## src/rtl/param_traffic_light_controller.sv

```systemverilog
// rtl/param_traffic_light_controller.sv - highway/local-road traffic light controller with pedestrian walk and flash mode
//
// Ports:
//   clk        - sole clock, rising edge
//   rst        - synchronous active-high reset
//   lr_has_car - local-road vehicle sensor
//   ped_req    - pedestrian crossing request (a one-cycle pulse is enough)
//   flash_en   - maintenance flash mode enable (level)
//   hw_light   - highway light, one-hot {green,yellow,red}
//   lr_light   - local-road light, one-hot {green,yellow,red}
//   ped_walk   - walk signal for the local-road crossing
module param_traffic_light_controller #(
    parameter int HW_GREEN   = 70,
    parameter int LR_GREEN   = 25,
    parameter int YELLOW     = 25,
    parameter int ALL_RED    = 1,
    parameter int FLASH_HALF = 8
) (
    input  logic       clk,
    input  logic       rst,
    input  logic       lr_has_car,
    input  logic       ped_req,
    input  logic       flash_en,
    output logic [2:0] hw_light,
    output logic [2:0] lr_light,
    output logic       ped_walk
);

    localparam int MAX_A   = (HW_GREEN > LR_GREEN) ? HW_GREEN : LR_GREEN;
    localparam int MAX_B   = (YELLOW > ALL_RED) ? YELLOW : ALL_RED;
    localparam int MAX_C   = (MAX_A > MAX_B) ? MAX_A : MAX_B;
    localparam int MAX_DUR = (MAX_C > FLASH_HALF) ? MAX_C : FLASH_HALF;
    localparam int CW      = (MAX_DUR > 1) ? $clog2(MAX_DUR) : 1;

    localparam logic [CW-1:0] HW_M1 = CW'(HW_GREEN - 1);
    localparam logic [CW-1:0] LR_M1 = CW'(LR_GREEN - 1);
    localparam logic [CW-1:0] YE_M1 = CW'(YELLOW - 1);
    localparam logic [CW-1:0] AR_M1 = CW'(ALL_RED - 1);
    localparam logic [CW-1:0] FH_M1 = CW'(FLASH_HALF - 1);

    localparam logic [2:0] GREEN = 3'b100;
    localparam logic [2:0] AMBER = 3'b010;
    localparam logic [2:0] RED   = 3'b001;
    localparam logic [2:0] DARK  = 3'b000;

    typedef enum logic [2:0] {
        S_HG,
        S_HY,
        S_AR1,
        S_LG,
        S_LY,
        S_AR2,
        S_FLASH
    } state_t;

    state_t        state, next_state;
    logic [CW-1:0] cnt, cnt_next;
    logic          flash_phase, phase_next;
    logic          req_pending, req_next;
    logic          ped_pending, ped_next;
    logic          walk_next;
    logic [2:0]    hw_next, lr_next;
    logic          entry;

    always_comb begin
        next_state = state;
        cnt_next   = (cnt == '0) ? '0 : cnt - CW'(1);
        phase_next = flash_phase;
        hw_next    = RED;
        lr_next    = RED;

        // flash_en beats every timed transition, from any state
        if (flash_en) begin
            next_state = S_FLASH;
        end else begin
            case (state)
                S_HG:    if (cnt == '0 && req_pending) next_state = S_HY;
                S_HY:    if (cnt == '0) next_state = S_AR1;
                S_AR1:   if (cnt == '0) next_state = S_LG;
                S_LG:    if (cnt == '0) next_state = S_LY;
                S_LY:    if (cnt == '0) next_state = S_AR2;
                S_AR2:   if (cnt == '0) next_state = S_HG;
                S_FLASH: next_state = S_AR2;
                default: next_state = S_HG;
            endcase
        end

        entry = (next_state != state);

        if (entry) begin
            case (next_state)
                S_HG:    cnt_next = HW_M1;
                S_HY:    cnt_next = YE_M1;
                S_AR1:   cnt_next = AR_M1;
                S_LG:    cnt_next = LR_M1;
                S_LY:    cnt_next = YE_M1;
                S_AR2:   cnt_next = AR_M1;
                S_FLASH: cnt_next = FH_M1;
                default: cnt_next = HW_M1;
            endcase
            if (next_state == S_FLASH) phase_next = 1'b0;
        end else if (state == S_FLASH && cnt == '0) begin
            // flash half-period elapsed: flip lamp phase and rearm
            phase_next = ~flash_phase;
            cnt_next   = FH_M1;
        end

        // clearing on HY entry wins over a same-cycle request
        req_next  = (entry && next_state == S_HY) ? 1'b0 : (req_pending | lr_has_car | ped_req);
        // a request coinciding with LG entry belongs to the next LG
        ped_next  = (entry && next_state == S_LG) ? ped_req : (ped_pending | ped_req);
        walk_next = (next_state == S_LG) ? (entry ? ped_pending : ped_walk) : 1'b0;

        case (next_state)
            S_HG:    begin hw_next = GREEN; lr_next = RED;   end
            S_HY:    begin hw_next = AMBER; lr_next = RED;   end
            S_LG:    begin hw_next = RED;   lr_next = GREEN; end
            S_LY:    begin hw_next = RED;   lr_next = AMBER; end
            S_FLASH: begin
                hw_next = phase_next ? DARK : AMBER;
                lr_next = phase_next ? DARK : AMBER;
            end
            default: begin hw_next = RED;   lr_next = RED;   end
        endcase
    end

    // outputs are registered alongside the state so they always decode it
    always_ff @(posedge clk) begin
        if (rst) begin
            state       <= S_HG;
            cnt         <= HW_M1;
            flash_phase <= 1'b0;
            req_pending <= 1'b0;
            ped_pending <= 1'b0;
            ped_walk    <= 1'b0;
            hw_light    <= GREEN;
            lr_light    <= RED;
        end else begin
            state       <= next_state;
            cnt         <= cnt_next;
            flash_phase <= phase_next;
            req_pending <= req_next;
            ped_pending <= ped_next;
            ped_walk    <= walk_next;
            hw_light    <= hw_next;
            lr_light    <= lr_next;
        end
    end

endmodule

```

## config.mk

```make
export PLATFORM = sky130hd
export DESIGN_NAME = param_traffic_light_controller
export DESIGN_NICKNAME = d
export VERILOG_FILES = /design/src/rtl/param_traffic_light_controller.sv
export SDC_FILE = /design/constraint.sdc
export NUM_CORES = 1
export LEC_CHECK = 0
export ABC_CLOCK_PERIOD_IN_PS = 1600
export CORE_MARGIN = 4
export CORE_UTILIZATION = 45
export CTS_CLUSTER_DIAMETER = 80
export CTS_CLUSTER_SIZE = 30
export DETAILED_ROUTE_END_ITERATION = 12
export DONT_BUFFER_PORTS = 1
export GPL_TIMING_DRIVEN = 0
export PLACE_DENSITY_LB_ADDON = 0.05
export SYNTH_ARGS = -nofsm -noshare
export SYNTH_HDL_FRONTEND = slang
export SYNTH_SLANG_ARGS = --single-unit
```

## constraint.sdc

```tcl
create_clock -name clk -period 1.6 [get_ports clk]
set_input_delay 0 -clock clk [delete_from_list [all_inputs] [get_ports clk]]
set_output_delay 0 -clock clk [all_outputs]
set_load 0.03 [all_outputs]
```

# After elaboration in Yosys (flattened, before gate mapping)
# Cells that the tools add are included.
# op_classes
addsub	1
mul	0
div	0
order_cmp	0
eq_ne	13
shift	0
mux	19
n_bitwise	5
reduce_logical	11
# ops
op	n
3-bit 2-to-1 mux	7
7-bit 2-to-1 mux	3
3-bit one-hot mux with 7 select lines	1
7-bit one-hot mux with 3 select lines	1
3-bit equality test (second input constant)	6
3-bit one-hot mux with 3 select lines	2
3-bit by 2-bit equality test with 1-bit output (second input constant)	4
7-bit zero test	1
7-bit by 1-bit subtractor with 7-bit output (second input constant)	1
3-bit by 1-bit equality test with 1-bit output (second input constant)	2
3-bit zero test	2
2-bit OR reduction	3
1-bit logical AND	4
1-bit 2-to-1 mux	4
3-bit inequality test	1
1-bit bitwise OR	3
3-bit OR reduction	1
2-bit 2-to-1 mux	1
1-bit inverter	2
# totals
reg_bits	20
latchBits	0
ram_bits	0
mem_bits_ro	0
inputBits	5
out_inout_bits	7
word_cells	57
mem_count	0

# Longest topological paths before layout
# logic_depth
depth_word	10
ltp_mapped	7
ltp_nobuf	6

# Worst setup path before layout
# OpenSTA, ideal clock, no wires.
# synth_timing
kind	flip-flop to flip-flop
from	reg cnt[0]
to	reg hw_light[1]
setup_time_ps	118
arrival_ps	1614
required_time_ps	1482
path_slack_ps	-131
stages_incl_launch_ff	8
n_path_buf	1
period_less_slack_ps	1731
cell_sequence	dfxtp_1 inv_1 ha_1 or3b_4 buf_6 or3_1 a21oi_1 o2bb2ai_1
# synth_between
elab_chain_cells	10
word_cells_on_any_way	20
classes_between	eq/ne (3); mux (13); reduce/logical (4)
# synth_lines
item	line	text
start, declared	57	logic [CW-1:0] cnt, cnt_next;
start signal, assigned	140	cnt <= cnt_next;
7-bit zero test *	-	
1-bit logical AND	77	S_HG: if (cnt == '0 && req_pending) next_state = S_HY;
3-bit 2-to-1 mux	77	
3-bit one-hot mux with 7 select lines	76	case (state)
3-bit 2-to-1 mux	73	if (flash_en) begin
3-bit equality test	101, 114	
1-bit 2-to-1 mux	101	if (next_state == S_FLASH) phase_next = 1'b0;
1-bit 2-to-1 mux	90	if (entry) begin
2-bit 2-to-1 mux	120	hw_next = phase_next ? DARK : AMBER;
3-bit one-hot mux with 3 select lines *	114	case (next_state)
end signal, assigned	145	hw_light <= hw_next;
end, declared	24	output logic [2:0] hw_light,
# Mark *: on every way between the ends. The rest lies on a longest branch, timed or not.
# A chain may end at the register's enable or synchronous reset.

# Worst setup path in the final report
# layout_timing
from	reg cnt[1]
to	reg hw_light[1]
# The elaborated chain is that of the path after synthesis.

==> impl_metrics.ini <==
[yosys]
synth_top_area_share = 0.349
synth_cell_types = 49
synth_top_area_cell = dfxtp_1
ys_seq_area_frac = 0.349
synth.top_cells.by_area = dfxtp_1 35%, a21oi_1 3.9%, o211ai_1 3.9%
synth_area_mm2 = 0.00115
ys_async_sr_fraction = 0
syn_inst = 128
synth-edff-count = 0
synth.avg_cell_area_um2 = 8.97
yosysWarnings = 0
syn_nets = 134
synth-main-ff-cell = dfxtp_1
synth_seq_cells = 20

[floorplan]
core-area_mm2 = 0.00245
die_w_um = 58.5
start_util = 0.468
rows = 18
ioPinCount = 12
die_area_mm2 = 0.00342
die_height_um = 58.5

[placement]
pre_cts_slack_ns = -0.375
io_buffers = 0
routabilityCongestion = 0.876
place_area_mm2 = 0.00120
hpwl_um = 2010

[cts]
cts_num_sinks = 20
htree_levels = 1
path_clk_slew_ns = 0.11
cts.path.max_buffers = 2
cts_tree = yes
clk_latency_ns = 0.30
cts-root-buf = clkbuf_4
cts_buffers = 3

[timing]
slew_headroom = 0.611
worst_slew_pin_slew_ns = 0.584
finalCritPeriodShare = 1.11
finalSetupViolCount = 14
setup_ws_ns = -0.184
finClkSkew_ns = 0.00170
hold_violations = 0
fmax_ghz = 0.561
slew_violations = 0
setup_tns_ns = -0.997
rsz0062_at_grt = true
fin_crit_ns = 1.78

[detailed_routing]
avgViaCountPerCell = 6.29
detail-route-antenna-nets = 0
drc = 0
first_iter_violations = 51
firstDrtPassIters = 4
routedWlPerCell_um = 17.7
num_vias = 1095
wl_um = 3080

[run_status]
outcome = finished, violations left
violations = negative setup slack

[worst_setup_path]
r2r_end = hw_light[1]$_SDFF_PP0_
critPathLaunchType = flop
crit_path_end = hw_light[1]$_SDFF_PP0_
reg2reg_slack_ns = -0.18
cp.required_ns = 1.80
cp-startpoint = cnt[1]$_SDFF_PP0_
path_max_fanout = 9
r2r_cells = 7
worstPathArrival_ns = 1.98
rr_startpoint = cnt[1]$_SDFF_PP0_
setup.worst_path.class = reg2reg
end_kind = flop

[final_layout]
fin_nets = 152
syn_to_final_growth_pct = 26.4
drive_above_1_share = 0.347
fillCellCount = 236
n_antenna_cell = 0
fin_area_mm2 = 0.00145

[power_and_ir_drop]
p_leak_nw = 0.507
power_density_mw_per_mm2 = 805
ir_drop_uv = 587

[grt]
overflow = 0
grt_usage = 0.194
grt_pass1_wl_um = 5070
antenna_found_initial = 0
grt_pass1_vias = 1057
grt_max_degree = 11

[flow_run]
drv_cap = 0

[worst_hold_path]
min_path_type = in2reg
[what timing repair did]
item | in CTS | in global routing
endpoints found under the setup margin | 18 | 18
resized for setup | 16 | 10
hold buffers | 3 | 0
pin swaps | 6 | 7
setup buffers | 7 | 3
endpoints found under the hold margin | 5 | 0
[power breakdown]
group	total [W]	switching, W	internal [W]
sequential	0.000589	0.0000555	0.000533
clock	0.000243	0.000155	0.0000880
combinational	0.000336	0.000180	0.000156
total	0.00117	0.000391	0.000777
[Yosys cell counts (4+ instances only)]
cell      count
xnor2_1       5
a21oi_1       9
clkbuf_1      5
nor3_2        4
dfxtp_1      20
nor3_1        5
inv_1         6
o211ai_1      6
or3_1         5
nand2_1       4
[sequential cells by signal, summed over array words and instances, names as in the netlist]
| signal | flops |
|---|---|
| cnt | 7 |
| flash_phase | 1 |
| hw_light | 3 |
| lr_light | 3 |
| ped_pending | 1 |
| ped_walk | 1 |
| req_pending | 1 |
| state | 3 |
[per-stage QoR]
step	total power (W)	util	hold WS [ns]	cells
6_report	0.00117	0.591	0.166	174
3_3_place_gp	0.000835	0.489	0.140	158
2_1_floorplan	0.000782	-	0.129	128
4_1_cts	0.00114	0.562	0.0902	171
5_1_grt	0.00123	0.591	0.139	174
3_5_place_dp	0.000837	0.489	0.140	158
[layout make-up]
cell class	instances	area [µm²]	share of cell area
Tap cell	30	37.5	0.0259
Buffer	9	51.3	0.0353
Sequential cell	20	405	0.279
Timing Repair Buffer	13	125	0.0862
Clock buffer	3	22.5	0.0155
Inverter	7	26.3	0.0181
Multi-Input combinational cell	92	783	0.540
[worst min path at each step]
stage               slack, ns    start  cells after the start                     end
floorplan                0.13  ped_req                      2  ped_pending$_SDFF_PP0_
global placement         0.14  ped_req                      2  ped_pending$_SDFF_PP0_
detailed placement       0.14  ped_req                      2  ped_pending$_SDFF_PP0_
CTS                      0.09      rst                      2  lr_light[1]$_SDFF_PP0_
global route             0.14      rst                      2  lr_light[1]$_SDFF_PP0_
finish                   0.17      rst                      2  lr_light[1]$_SDFF_PP0_
[worst max-delay path, cell delays in order, from the launching register on]
cell	delay (ns)
dfxtp_2	0.34
inv_2	0.06
ha_4	0.14
or3b_4	0.42
buf_8	0.16
or3_1	0.36
a21oi_2	0.12
o2bb2ai_1	0.08
[per-layer routing]
layer  routed length [µm]  vias to the layer above  GRT usage
met2                 1440                       32      0.321
met4                   66                        0     0.0762
met5                    0                        -          0
met3                  157                        9     0.0351
li1                     -                      521          -
met1                 1410                      533      0.250
[cell usage in the layout (no fill, tap or decap), types with 3 or more instances in the layout]
cell and count:
clkbuf_4 3, a21oi_2 3, xnor2_1 4, o211ai_1 6, a21oi_1 6, nor3_1 5, nor3_2 3, inv_1 4
nand2b_1 3, clkbuf_2 3, a21o_1 3, o22ai_1 3, dfxtp_1 16, dlygate4sd3_1 3, or3_1 5, buf_4 7
dfxtp_2 4, nand2_1 4, o21ai_0 3, a211oi_2 3
[cell families after synthesis]
family                   synth area share
AO/OA/AOI/OAI                       0.313
multiplexers                      0.00871
flip-flops                          0.349
buffers and inverters              0.0610
XOR/XNOR                           0.0381
adder cells (fa/ha/maj)            0.0109
AND/OR/NAND/NOR                     0.220
Power figures use the tool's default switching activity.
